<file path="src/rtl/oled_spi_rx.sv">
// oled_spi_rx: snoops the PmodOLEDrgb SPI link (cs/sdin/sclk/d_cn) and rebuilds
// the RGB565 pixel stream the SSD1331 panel would receive, tracking the
// column (0x15) and row (0x75) address windows.
// Optional build macro OLED_RX_ERR_EN adds err_frame / err_count outputs that
// flag bytes cut short by a chip-select release.
module oled_spi_rx #(
    parameter int unsigned WIDTH       = 96,
    parameter int unsigned HEIGHT      = 64,
    parameter int unsigned SYNC_STAGES = 2,
    localparam int unsigned XW = $clog2(WIDTH),
    localparam int unsigned YW = $clog2(HEIGHT),
    localparam int unsigned IW = $clog2(WIDTH * HEIGHT)
) (
    input  logic          CLK,
    input  logic          reset,
    input  logic          cs,
    input  logic          sdin,
    input  logic          sclk,
    input  logic          d_cn,
    output logic          pix_valid,
    output logic [XW-1:0] pix_x,
    output logic [YW-1:0] pix_y,
    output logic [IW-1:0] pixel_index,
    output logic [15:0]   pix_data,
    output logic          frame_done,
`ifdef OLED_RX_ERR_EN
    output logic          err_frame,
    output logic [7:0]    err_count,
`endif
    output logic          cmd_valid,
    output logic [7:0]    cmd_byte
);

    typedef enum logic [2:0] {
        ST_IDLE,
        ST_COL_S,
        ST_COL_E,
        ST_ROW_S,
        ST_ROW_E
    } state_t;

    // Synchronizer chain, one 4-bit slice per stage: {cs, sdin, sclk, d_cn}
    logic [3:0] sync_q [SYNC_STAGES];
    logic       cs_s;
    logic       sdin_s;
    logic       sclk_s;
    logic       dcn_s;
    logic       sclk_prev_q;
    logic       sclk_rise;

    // Byte assembly
    logic [6:0] shift_q;
    logic [2:0] bit_cnt_q;
    logic       byte_valid_q;
    logic [7:0] byte_q;
    logic       byte_dc_q;

    // Parser and address tracking
    state_t     state_q;
    logic [XW-1:0] col_start_q;
    logic [XW-1:0] col_end_q;
    logic [YW-1:0] row_start_q;
    logic [YW-1:0] row_end_q;
    logic [XW-1:0] cur_x_q;
    logic [YW-1:0] cur_y_q;
    logic          phase_lo_q;
    logic [7:0]    hi_q;
    logic [XW-1:0] arg_x;
    logic [YW-1:0] arg_y;

    function automatic logic [XW-1:0] clip_x(input logic [7:0] v);
        return (32'(v) > WIDTH - 1) ? XW'(WIDTH - 1) : XW'(v);
    endfunction

    function automatic logic [YW-1:0] clip_y(input logic [7:0] v);
        return (32'(v) > HEIGHT - 1) ? YW'(HEIGHT - 1) : YW'(v);
    endfunction

    assign {cs_s, sdin_s, sclk_s, dcn_s} = sync_q[SYNC_STAGES-1];
    assign sclk_rise = sclk_s & ~sclk_prev_q;
    assign arg_x     = clip_x(byte_q);
    assign arg_y     = clip_y(byte_q);

    // Bring the asynchronous SPI nets into the CLK domain
    always_ff @(posedge CLK) begin
        if (reset) begin
            for (int unsigned i = 0; i < SYNC_STAGES; i++) begin
                sync_q[i] <= '0;
            end
        end else begin
            sync_q[0] <= {cs, sdin, sclk, d_cn};
            for (int unsigned i = 1; i < SYNC_STAGES; i++) begin
                sync_q[i] <= sync_q[i-1];
            end
        end
    end

    // Shift in sdin on sclk rising edges; publish each complete byte for one cycle
    always_ff @(posedge CLK) begin
        if (reset) begin
            sclk_prev_q  <= 1'b0;
            shift_q      <= '0;
            bit_cnt_q    <= '0;
            byte_valid_q <= 1'b0;
            byte_q       <= '0;
            byte_dc_q    <= 1'b0;
        end else begin
            sclk_prev_q  <= sclk_s;
            byte_valid_q <= 1'b0;
            if (cs_s) begin
                bit_cnt_q <= '0;
            end else if (sclk_rise) begin
                shift_q   <= {shift_q[5:0], sdin_s};
                bit_cnt_q <= bit_cnt_q + 3'd1;
                if (bit_cnt_q == 3'd7) begin
                    byte_valid_q <= 1'b1;
                    byte_q       <= {shift_q, sdin_s};
                    byte_dc_q    <= dcn_s;
                end
            end
        end
    end

`ifdef OLED_RX_ERR_EN
    // A chip-select release with bits pending marks a truncated byte
    always_ff @(posedge CLK) begin
        if (reset) begin
            err_frame <= 1'b0;
            err_count <= '0;
        end else if (cs_s && (bit_cnt_q != 3'd0)) begin
            err_frame <= 1'b1;
            if (err_count != 8'hFF) begin
                err_count <= err_count + 8'd1;
            end
        end
    end
`else
    // Truncated bytes are dropped without any record
`endif

    // Command parser, address windows and pixel assembly with registered strobes
    always_ff @(posedge CLK) begin
        if (reset) begin
            state_q     <= ST_IDLE;
            col_start_q <= '0;
            col_end_q   <= XW'(WIDTH - 1);
            row_start_q <= '0;
            row_end_q   <= YW'(HEIGHT - 1);
            cur_x_q     <= '0;
            cur_y_q     <= '0;
            phase_lo_q  <= 1'b0;
            hi_q        <= '0;
            pix_valid   <= 1'b0;
            pix_x       <= '0;
            pix_y       <= '0;
            pixel_index <= '0;
            pix_data    <= '0;
            frame_done  <= 1'b0;
            cmd_valid   <= 1'b0;
            cmd_byte    <= '0;
        end else begin
            pix_valid  <= 1'b0;
            frame_done <= 1'b0;
            cmd_valid  <= 1'b0;
            if (byte_valid_q) begin
                if (!byte_dc_q) begin
                    // Every command byte, arguments included, restarts the pixel phase
                    cmd_valid  <= 1'b1;
                    cmd_byte   <= byte_q;
                    phase_lo_q <= 1'b0;
                    case (state_q)
                        ST_IDLE: begin
                            if (byte_q == 8'h15) begin
                                state_q <= ST_COL_S;
                            end else if (byte_q == 8'h75) begin
                                state_q <= ST_ROW_S;
                            end
                        end
                        ST_COL_S: begin
                            col_start_q <= arg_x;
                            state_q     <= ST_COL_E;
                        end
                        ST_COL_E: begin
                            col_end_q <= (col_start_q > arg_x) ? col_start_q : arg_x;
                            cur_x_q   <= col_start_q;
                            state_q   <= ST_IDLE;
                        end
                        ST_ROW_S: begin
                            row_start_q <= arg_y;
                            state_q     <= ST_ROW_E;
                        end
                        ST_ROW_E: begin
                            row_end_q <= (row_start_q > arg_y) ? row_start_q : arg_y;
                            cur_y_q   <= row_start_q;
                            state_q   <= ST_IDLE;
                        end
                        default: state_q <= ST_IDLE;
                    endcase
                end else begin
                    // Data aborts any half-parsed window command
                    state_q <= ST_IDLE;
                    if (!phase_lo_q) begin
                        hi_q       <= byte_q;
                        phase_lo_q <= 1'b1;
                    end else begin
                        phase_lo_q  <= 1'b0;
                        pix_valid   <= 1'b1;
                        pix_x       <= cur_x_q;
                        pix_y       <= cur_y_q;
                        pixel_index <= IW'(cur_y_q) * IW'(WIDTH) + IW'(cur_x_q);
                        pix_data    <= {hi_q, byte_q};
                        if (cur_x_q == col_end_q) begin
                            cur_x_q <= col_start_q;
                            if (cur_y_q == row_end_q) begin
                                cur_y_q    <= row_start_q;
                                frame_done <= 1'b1;
                            end else begin
                                cur_y_q <= cur_y_q + YW'(1);
                            end
                        end else begin
                            cur_x_q <= cur_x_q + XW'(1);
                        end
                    end
                end
            end
        end
    end

endmodule
</file>
<file path="config.mk">
export PLATFORM = sky130hd
export DESIGN_NAME = oled_spi_rx
export DESIGN_NICKNAME = d
export VERILOG_FILES = /design/src/rtl/oled_spi_rx.sv
export SDC_FILE = /design/constraint.sdc
export NUM_CORES = 1
export LEC_CHECK = 0
export BUFFER_PORTS_ARGS = -buffer_cell sky130_fd_sc_hd__buf_2
export CAP_MARGIN = 20
export CELL_PAD_IN_SITES_DETAIL_PLACEMENT = 0
export CELL_PAD_IN_SITES_GLOBAL_PLACEMENT = 1
export CORE_MARGIN = 2
export CORE_UTILIZATION = 40
export CTS_CLUSTER_DIAMETER = 200
export CTS_CLUSTER_SIZE = 12
export DETAILED_ROUTE_END_ITERATION = 10
export PLACE_DENSITY_LB_ADDON = 0.3
export SLEW_MARGIN = 20
export SYNTH_ARGS = -nofsm -noshare
export SYNTH_HDL_FRONTEND = slang
export SYNTH_SLANG_ARGS = --single-unit
</file>
<file path="constraint.sdc">
create_clock -name CLK -period 2.5 [get_ports CLK]
set_input_delay 0.125 -clock CLK [delete_from_list [all_inputs] [get_ports CLK]]
set_output_delay 0.125 -clock CLK [all_outputs]
set_load 0.03 [all_outputs]
</file>
==> metrics.md, run 1 <==
| Metric | Value |
|---|---|
| Seq/Total Area, Yosys | `43.9%` |
| Most frequent cells in the layout | `dfxtp_1 (128), nand2_1 (112), a21oi_1 (93)` |
| Final wirelength | `13400 µm` |
| Die area | `15600 µm²` |
| Die width | `125 µm` |
| Distinct cell type count of the synthesized netlist | `64` |
| Syn-to-layout area delta | `19.9%` |
| FF+latch count, synth | `128` |
| Static Leak | `0.00280 µW` |
| Drt first pass iters | `4` |
| Final hold vios | `0` |
| Total area of sequential cells | `2560 µm²` |
| PortBufs | `58` |
| Max-cap check violation count | `0` |
| Post-Syn Nets | `719` |
| Unrepaired setup endpoints after global routing | `no` |
| Synth Instances | `687` |
| Slowest-stage cell, CP | `dfxtp_1` |
| Worst-path clk slew | `0.06 ns` |
| Final clock skew | `0.00677 ns` |
| Synthesized area per cell | `8.50 µm²` |
| Max VDD drop | `0.438 mV` |
| First-pass GRT wire length | `22500 µm` |
| Routed Antenna Nets | `0` |
| Chip Height | `125 µm` |
| CTS tree | `done` |
| Filler instances | `1411` |
| Power Dens Cells | `643 nW/µm²` |
| Starting density of the core | `40.5%` |
| Via count | `4754` |
| Initial antenna violation count | `0` |
| Status | `complete, no violations` |
| Mapped Area | `5840 µm²` |
| Critical Path Max Stage Delay | `0.34 ns` |
| Fmax | `429 MHz` |
| Root buf cell | `clkbuf_16` |
| Met3 wire length | `380 µm` |
| Most used DFF post-synth | `dfxtp_1` |
| Maximum clock path buffer count | `2` |
| Crit path max fanout | `8` |
| WP data arrival | `2.63 ns` |
| Synth top area cells | `dfxtp_1 (44%), a21oi_1 (8.0%), nand2_1 (7.2%)` |
| Routed len/inst | `14.1 µm` |
| Final Power | `4500 µW` |
| Largest net degree at the start of global routing | `75` |
| Post-synth ARST share | `0%` |
| WHS | `0.203 ns` |
| Vias per cell | `5.03` |
| Critical-path cell list | `a21o_2 > nor2_1 > ha_1 > nor2b_1 > o311ai_1 > nand3_2 > o21ai_4 > mux2i_1 > a211oi_2` |
| Inserted Clock Buffers | `17` |
| Setup CP Type | `reg -> reg` |
| Slew HR | `59.2%` |
| Initial DRC count | `274` |
| Finish-stage setup viols | `0` |
| Row cnt | `44` |
| Vias in the first global route | `4692` |
| Synth Warn # | `0` |
| Core area | `14400 µm²` |
| Total GRT Usage | `17.7%` |
| CTS Sinks | `128` |
| Slew @ Worst Pin | `0.613 ns` |
| Hold WC Path Type | `in -> reg` |
| Commonest non-fill, non-tap cell in the layout | `dfxtp_1` |
| Max Slew Vio Count | `0` |
| Metal2 WL | `6460 µm` |
| Crit end category | `flip-flop` |
| N_diodes | `0` |
| DRC violations left | `0` |
| Crit path launch type | `flip-flop` |
| Number of flops mapped to enable cells by yosys | `0` |
| DP HPWL | `9620 µm` |
| Worst-skew pair later-pin latency | `0.42 ns` |
| Setup TNS | `0 ns` |
| CP required | `2.79 ns` |
| Cell taking the most area after synthesis | `dfxtp_1` |
| Final core utilization | `48.6%` |
| Overflow after GRT | `0` |
| Uppermost layer routed | `met4` |
| Area of the multi-input gates | `3030 µm²` |
| Final GP Congestion | `0.841` |
| Synth top area share | `43.9%` |
| Fin crit period | `2.33 ns` |
| Final Cycle Share | `93.3%` |
| Nets | `781` |
| Share of layout cells above drive strength 1 | `18.8%` |
| H-tree depth | `4` |
| WL met1 | `6340 µm` |
| IO Pins | `59` |
## cell usage after synthesis (all sizes together) (2+ instances only)
master and instances:
and4 2, nor4 3, inv 12, nand2 112, fa 2, clkbuf 27, a211oi 14, o31ai 5
and2 6, o21ai 24, mux2 6, or4 3, a21oi 93, or3 4, o21bai 2, ha 24
a22oi 2, dfxtp 128, xnor2 18, buf 19, a21o 5, nand3b 2, nand3 16, a31oi 3
and3 3, o21a 2, nor2b 19, nor3 9, nor2 69, xor2 5, nand4 6, nand2b 4
mux2i 25
## worst max-delay path, delay by kind of cell (launching register included)
family          cells  cell delay, ns
compound gates      4            0.79
fa+ha+maj           1            0.29
flops               1            0.34
mux                 1            0.25
simple gates        3            0.54
## through the flow
stage	worst slack (ns)	cells	cell area, µm²
3_3_place_gp	0.262	909	6350
2_1_floorplan	0.117	687	5840
4_1_cts	0.125	945	6980
6_report	0.167	946	7010
3_5_place_dp	0.154	909	6350
5_1_grt	0.00804	946	7010
## power by group
group / leakage (µW) / total, µW / internal [µW] / switching (µW)
combinational: 0.00149 / 59.4 / 19.6 / 39.8
sequential: 0.00103 / 2050 / 2050 / 2.98
clock: 0.000278 / 2390 / 1480 / 916
total: 0.00280 / 4500 / 3540 / 959
## logic make-up after synthesis
kind of cell    Yosys count  synth area share [%]
compound gates          157                  16.1
xor+xnor                 23                  3.45
fa+ha+maj                26                  5.83
buf+inv                  58                  4.50
flops                   128                  43.9
mux                      31                  5.44
simple gates            264                  20.8
## sequential cells by signal, summed over array words and instances (netlist names), 7 cells and up
signal and count:
pix_data 16, byte_q 8, cmd_byte 8, hi_q 8, pixel_index 8, sync_q 8, col_end_q 7, col_start_q 7
cur_x_q 7, pix_x 7, shift_q 7
## repair_timing
item | CTS | global route
resized for setup | 0 | 4
endpoints found under the hold margin | 4 | 0
setup buffers | 0 | 1
hold buffers | 4 | 0
endpoints found under the setup margin | 0 | 5
## final cells by class
class | instances | share of cell area [%]
Sequential cell | 128 | 36.6
Timing Repair Buffer | 89 | 7.82
Inverter | 12 | 0.643
Tap cell | 184 | 3.29
Clock buffer | 21 | 6.86
Clock inverter | 11 | 1.50
Multi-Input combinational cell | 501 | 43.3
## routing by layer
layer,global-route usage [%],vias to the layer above
met1,22.8,2216
met5,0,-
met2,28.7,58
li1,-,2467
met4,7.25,0
met3,4.17,13
## worst paths after layout
check                             startpoint      endpoint  slack (ns)  cells after the start
worst max-delay path               byte_q[6]  col_end_q[5]        0.17                      9
worst min-delay path                   reset    cur_x_q[3]        0.20                      2
worst max register to register     byte_q[6]  col_end_q[5]        0.17                      9
worst min register to register  sync_q[0][2]  sync_q[0][6]        0.44                      1
Note: power is estimated with default switching activity, not from simulation.
==> run 2: changes to the inputs <==
--- a/config.mk
+++ b/config.mk
@@ -15,6 +15,7 @@
 export CTS_CLUSTER_SIZE = 12
 export DETAILED_ROUTE_END_ITERATION = 10
 export PLACE_DENSITY_LB_ADDON = 0.3
+export RECOVER_POWER = 100
 export SLEW_MARGIN = 20
 export SYNTH_ARGS = -nofsm -noshare
 export SYNTH_HDL_FRONTEND = slang
==> metrics.md, run 2 (synthesized netlist as in run 1, its figures left out) <==
| Metric | Value |
|---|---|
| Critical Path Max Stage Delay | `0.34 ns` |
| Setup TNS | `0 ns` |
| Fin crit period | `2.33 ns` |
| Inserted Clock Buffers | `17` |
| Fmax | `429 MHz` |
| N_diodes | `0` |
| Total GRT Usage | `17.7%` |
| Die width | `125 µm` |
| Final instance area | `6890 µm²` |
| PortBufs | `58` |
| Filler instances | `1444` |
| Syn-to-layout area delta | `17.9%` |
| Most frequent cells in the layout | `dfxtp_1 (128), nand2_1 (112), a21oi_1 (93)` |
| WHS | `0.204 ns` |
| IO Pins | `59` |
| Area of the multi-input gates | `3020 µm²` |
| Critical-path cell list | `a21o_2 > nor2_1 > ha_1 > nor2b_1 > o311ai_1 > nand3_2 > o21ai_4 > mux2i_1 > a211oi_2` |
| Final hold vios | `0` |
| Final wirelength | `13500 µm` |
| Root buf cell | `clkbuf_16` |
| Initial antenna violation count | `0` |
| Maximum clock path buffer count | `2` |
| Hold WC Path Type | `in -> reg` |
| Max FFs per register | `16` |
| Overflow after GRT | `0` |
| Crit end category | `flip-flop` |
| Unrepaired setup endpoints after global routing | `no` |
| Power Dens Cells | `654 nW/µm²` |
| WP data arrival | `2.62 ns` |
| Drt first pass iters | `4` |
| Max Slew Vio Count | `0` |
| Nets | `781` |
| Largest net degree at the start of global routing | `75` |
| Slowest-stage cell, CP | `dfxtp_1` |
| Starting density of the core | `40.5%` |
| Total area of sequential cells | `2560 µm²` |
| Finish-stage setup viols | `0` |
| Final GP Congestion | `0.841` |
| Routed len/inst | `14.2 µm` |
| Crit path max fanout | `8` |
| CTS tree | `done` |
| Final Power | `4500 µW` |
| Setup CP Type | `reg -> reg` |
| Max VDD drop | `0.433 mV` |
| Core area | `14400 µm²` |
| Status | `complete, no violations` |
| Static Leak | `0.00253 µW` |
| CTS Sinks | `128` |
| CP required | `2.80 ns` |
| H-tree depth | `4` |
| Vias in the first global route | `4692` |
| DP HPWL | `9620 µm` |
| Share of layout cells above drive strength 1 | `10.5%` |
| Worst-path clk slew | `0.06 ns` |
| Commonest non-fill, non-tap cell in the layout | `dfxtp_1` |
| Row cnt | `44` |
| Final Cycle Share | `93.2%` |
| Die area | `15600 µm²` |
| DRC violations left | `0` |
| Slew HR | `48.5%` |
| First-pass GRT wire length | `22500 µm` |
| Crit path launch type | `flip-flop` |
| Chip Height | `125 µm` |
| Worst-skew pair later-pin latency | `0.42 ns` |
| Vias per cell | `5.04` |
| Max-cap check violation count | `0` |
| Largest Register | `pix_data` |
| Via count | `4765` |
| Routed Antenna Nets | `0` |
| Placed Area | `6350 µm²` |
| Slew @ Worst Pin | `0.768 ns` |
| Initial DRC count | `232` |
| Final clock skew | `0.00716 ns` |
==> run 2: changes by cell type in the layout (fill, tap and decap cells not counted), sizes merged <==
cell	before	now
clkbuf	21	84
buf	85	22
==> run 2: stage by stage <==
stage / setup slack [ns] / std cells / utilization, %
3_5_place_dp: 0.154 / 909 / 44.0
2_1_floorplan: 0.117 / 687 / -
6_report: 0.171 / 946 / 47.8
4_1_cts: 0.125 / 945 / 48.4
3_3_place_gp: 0.262 / 909 / 44.0
5_1_grt: 0.00713 / 946 / 47.8
==> run 2: worst paths after layout <==
kind	depth (start not counted)	slack [ns]	endpoint	start
min	2	0.20	cur_x_q[3]	reset
min reg2reg	1	0.44	sync_q[0][6]	sync_q[0][2]
max reg2reg	9	0.17	col_end_q[5]	byte_q[6]
max	9	0.17	col_end_q[5]	byte_q[6]
==> run 2: what timing repair did <==
action / CTS / global route
resized for setup: 0 / 4
setup endpoints to repair: 0 / 5
setup buffers: 0 / 1
hold buffers: 4 / 0
endpoints found under the hold margin: 4 / 0
==> run 2: metal layers <==
metal	routed length [µm]	track usage (%)
met1	6380	22.8
met2	6400	28.7
met3	429	4.17
met4	241	7.25
met5	0	0
==> run 2: final cells by class <==
cell class                 instances  area share (%)
clock buffer                      21            6.98
clock inverter                    11            1.53
inverter                          12           0.654
multi-input combinational        501            43.8
sequential                       128            37.2
tap                              184            3.34
timing repair buffer              89            6.50
==> run 2: worst max-delay path, delay by kind of cell, from the launching register on <==
family / cells / cell delay (ns)
AOI/OAI and AO/OA: 4 / 0.78
and+or+nand+nor: 3 / 0.54
DFF: 1 / 0.34
adders and majority gates: 1 / 0.29
muxes: 1 / 0.25
==> run 2: power by group <==
part | leakage (µW) | switching [µW] | internal (µW) | total (µW)
Sequential | 0.00103 | 2.98 | 2050 | 2050
Combinational | 0.00122 | 39.5 | 19.2 | 58.7
Clock | 0.000278 | 918 | 1480 | 2390
==> run 3: changes to the inputs <==
--- a/config.mk
+++ b/config.mk
@@ -5,12 +5,13 @@
 export SDC_FILE = /design/constraint.sdc
 export NUM_CORES = 1
 export LEC_CHECK = 0
+export ABC_AREA = 1
 export BUFFER_PORTS_ARGS = -buffer_cell sky130_fd_sc_hd__buf_2
 export CAP_MARGIN = 20
 export CELL_PAD_IN_SITES_DETAIL_PLACEMENT = 0
 export CELL_PAD_IN_SITES_GLOBAL_PLACEMENT = 1
 export CORE_MARGIN = 2
-export CORE_UTILIZATION = 40
+export CORE_UTILIZATION = 39
 export CTS_CLUSTER_DIAMETER = 200
 export CTS_CLUSTER_SIZE = 12
 export DETAILED_ROUTE_END_ITERATION = 10
==> metrics.md, run 3 <==
| Metric | Value |
|---|---|
| Status | `complete, no violations` |
| Logic pwr share | `1.5%` |
| N_diodes | `0` |
| Finished Layout Cells | `990` |
| Chip Height | `125 µm` |
| R2r setup slk | `0.22 ns` |
| PortBufs | `58` |
| Crit path launch type | `flip-flop` |
| Clock share of power | `53.9%` |
| Initial antenna violation count | `0` |
| Max VDD drop | `0.454 mV` |
| Worst Hold Launch | `reset` |
| Starting density of the core | `39.7%` |
| Crit path max fanout | `12` |
| Uppermost layer routed | `met4` |
| CTS tree | `done` |
| Critical Path Max Stage Delay | `0.51 ns` |
| Fin crit period | `2.28 ns` |
| Max-cap check violation count | `0` |
| Simple-Gate Fraction of Synth Area | `16.3%` |
| Post-synth ARST share | `0%` |
| Number of flops mapped to enable cells by yosys | `0` |
| Cells on worst reg2reg path | `13` |
| Setup CP Type | `reg -> reg` |
| Routed Antenna Nets | `0` |
| Fmax | `439 MHz` |
| Most used DFF post-synth | `dfxtp_1` |
| Largest Register | `pix_data` |
| Hold Crit Depth | `3` |
| Synth top area share | `44.6%` |
| DP HPWL | `9620 µm` |
| Vias in the first global route | `4709` |
| Unrepaired setup endpoints after global routing | `no` |
| Die area | `15700 µm²` |
| Crit end category | `flip-flop` |
| Internal Power | `3660 µW` |
| Synth Area in Compound Gates | `21.2%` |
| Cell taking the most area after synthesis | `dfxtp_1` |
| Synth top area cells | `dfxtp_1 (45%), a21oi_1 (8.6%), o21ai_0 (7.2%)` |
| Seq/Total Area, Yosys | `44.6%` |
| Placed cells | `954` |
| Worst-skew pair later-pin latency | `0.42 ns` |
| WP data arrival | `2.62 ns` |
| Final GP Congestion | `0.857` |
| Final clock skew | `0.00460 ns` |
| Post-route setup slack | `0.222 ns` |
| Net switching power | `948 µW` |
| Root buf cell | `clkbuf_16` |
| Share of layout cells above drive strength 1 | `8.56%` |
| Nets | `825` |
| Slew HR | `41.5%` |
| CTS Sinks | `128` |
| Via count | `4970` |
| Post-synthesis mux area share | `0%` |
| Synth Warn # | `0` |
| Power Dens Cells | `684 nW/µm²` |
| WL met1 | `6520 µm` |
| Overflow after GRT | `0` |
| End point of the worst hold path | `sync_q[0][6]` |
| Post-Synth XOR/XNOR Area | `3.66%` |
| FF-to-FF Start | `byte_q[6]` |
| FF+latch count, synth | `128` |
| Post-Syn Nets | `767` |
| Maximum clock path buffer count | `2` |
| Synthesized area per cell | `7.81 µm²` |
| Worst-path clk slew | `0.06 ns` |
| Hold WC Path Type | `in -> reg` |
| R2r endpoint | `row_end_q[1]` |
| Setup TNS | `0 ns` |
| Syn-to-layout area delta | `17.4%` |
| Synth Instances | `735` |
| Finish-stage setup viols | `0` |
| Inserted Clock Buffers | `17` |
| Top cells by count, synth | `dfxtp_1 (128), a21oi_1 (99), nor2_1 (88), o21ai_0 (83)` |
| Most frequent cells in the layout | `dfxtp_1 (128), a21oi_1 (99), o21ai_0 (95)` |
| DRC violations left | `0` |
| Slowest-stage cell, CP | `dfxtp_1` |
| Row cnt | `44` |
| CP required | `2.84 ns` |
| Commonest non-fill, non-tap cell in the layout | `dfxtp_1` |
| Slew @ Worst Pin | `0.877 ns` |
| Final hold vios | `0` |
| Vias per cell | `5.02` |
| Final wirelength | `13800 µm` |
| Largest net degree at the start of global routing | `40` |
| First-pass GRT wire length | `22800 µm` |
| Routed len/inst | `13.9 µm` |
| Core area | `14500 µm²` |
| DP Worst Slack | `0.164 ns` |
| Combinational family with the most area after synthesis | `compound AO/OA/AOI/OAI gates` |
| Setup Fix Bufs, Post-CTS | `0` |
| Adder-Cell Fraction of Synth Area | `5.93%` |
| Mapped Area | `5740 µm²` |
| Met3 wire length | `544 µm` |
| Static Leak | `0.00280 µW` |
| Metal2 WL | `6390 µm` |
| Die width | `125 µm` |
| Sw Ratio | `20.5%` |
| H-tree depth | `4` |
| Drt first pass iters | `5` |
| Max Slew Vio Count | `0` |
| Initial DRC count | `326` |
| Distinct cell type count of the synthesized netlist | `39` |
| IO Pins | `59` |
| Max FFs per register | `16` |
| Most common cell in the netlist | `dfxtp_1` |
| Final Cycle Share | `91.1%` |
| Total GRT Usage | `17.9%` |
| Critical-path cell list | `nor2_2 > inv_2 > or2_1 > inv_1 > ha_1 > nand2_1 > nor2_1 > o21ai_0 > o211ai_1 > nand2_2 > a21oi_1 > o21ai_1 > o211ai_1` |
| Seq pwr share | `44.6%` |
| CP dominant cell by count | `o211ai_1` |
run 3: metrics by stage:
step                      utilization (%)  hold WS (ns)  cell area (µm²)  power [µW]
after global routing                 46.6         0.238             6740        4770
after floorplan                         -         0.232             5740        2150
after global placement               42.9         0.327             6210        2170
after CTS                            47.3         0.213             6840        4660
after detailed placement             42.9         0.333             6210        2170
final                                46.6         0.222             6740        4610
run 3: how the worst max path moves through the flow:
stage               from      endpoint  slack (ns)  cells past startpoint
2_1_floorplan  byte_q[6]  row_end_q[2]        0.33                     14
6_report       byte_q[6]  row_end_q[1]        0.22                     13
5_1_grt        byte_q[6]  row_end_q[4]       0.009                     13
3_5_place_dp   byte_q[6]  row_end_q[4]        0.16                     13
3_3_place_gp   byte_q[6]  row_end_q[1]        0.24                     13
4_1_cts        byte_q[6]  row_end_q[1]        0.15                     13
run 3: repair_timing:
action	in CTS	in global routing
resized for setup	0	2
hold buffers	4	0
endpoints found under the setup margin	0	11
endpoints found under the hold margin	4	0
run 3: logic make-up (layout without fill, tap and decap cells):
logic type      after synthesis  count (layout)
compound gates              231             231
xor+xnor                     24              24
fa+ha+maj                    26              26
buf+inv                     117             188
flops                       128             128
simple gates                209             209
run 3: metal layers:
layer | up-vias | track usage [%]
met1 | 2311 | 23.7
met2 | 81 | 28.4
met4 | 0 | 7.65
met5 | - | 0
met3 | 23 | 3.89
li1 | 2555 | -
run 3: critical path: cells and delay by family, from the launching register on:
family | cells | cell delay (ns)
simple gates | 5 | 0.64
flops | 1 | 0.51
fa+ha+maj | 1 | 0.29
compound gates | 5 | 0.55
buf+inv | 2 | 0.21
run 3: layout make-up:
type / instances / area [µm²]
Clock buffer: 22 / 454
Multi-Input combinational cell: 490 / 2700
Tap cell: 184 / 230
Inverter: 79 / 297
Clock inverter: 10 / 136
Timing Repair Buffer: 77 / 365
Sequential cell: 128 / 2560
Fill cell: 1483 / 7740
run 3: power by group through the flow:
stage | sequential [µW] | clock (µW) | combinational, µW
after floorplan | 2100 | 0 | 44.9
after global placement | 2100 | 0 | 64.7
after detailed placement | 2100 | 0 | 66.5
after CTS | 2060 | 2530 | 71.1
after global routing | 2060 | 2630 | 79.4
final | 2060 | 2480 | 70.0
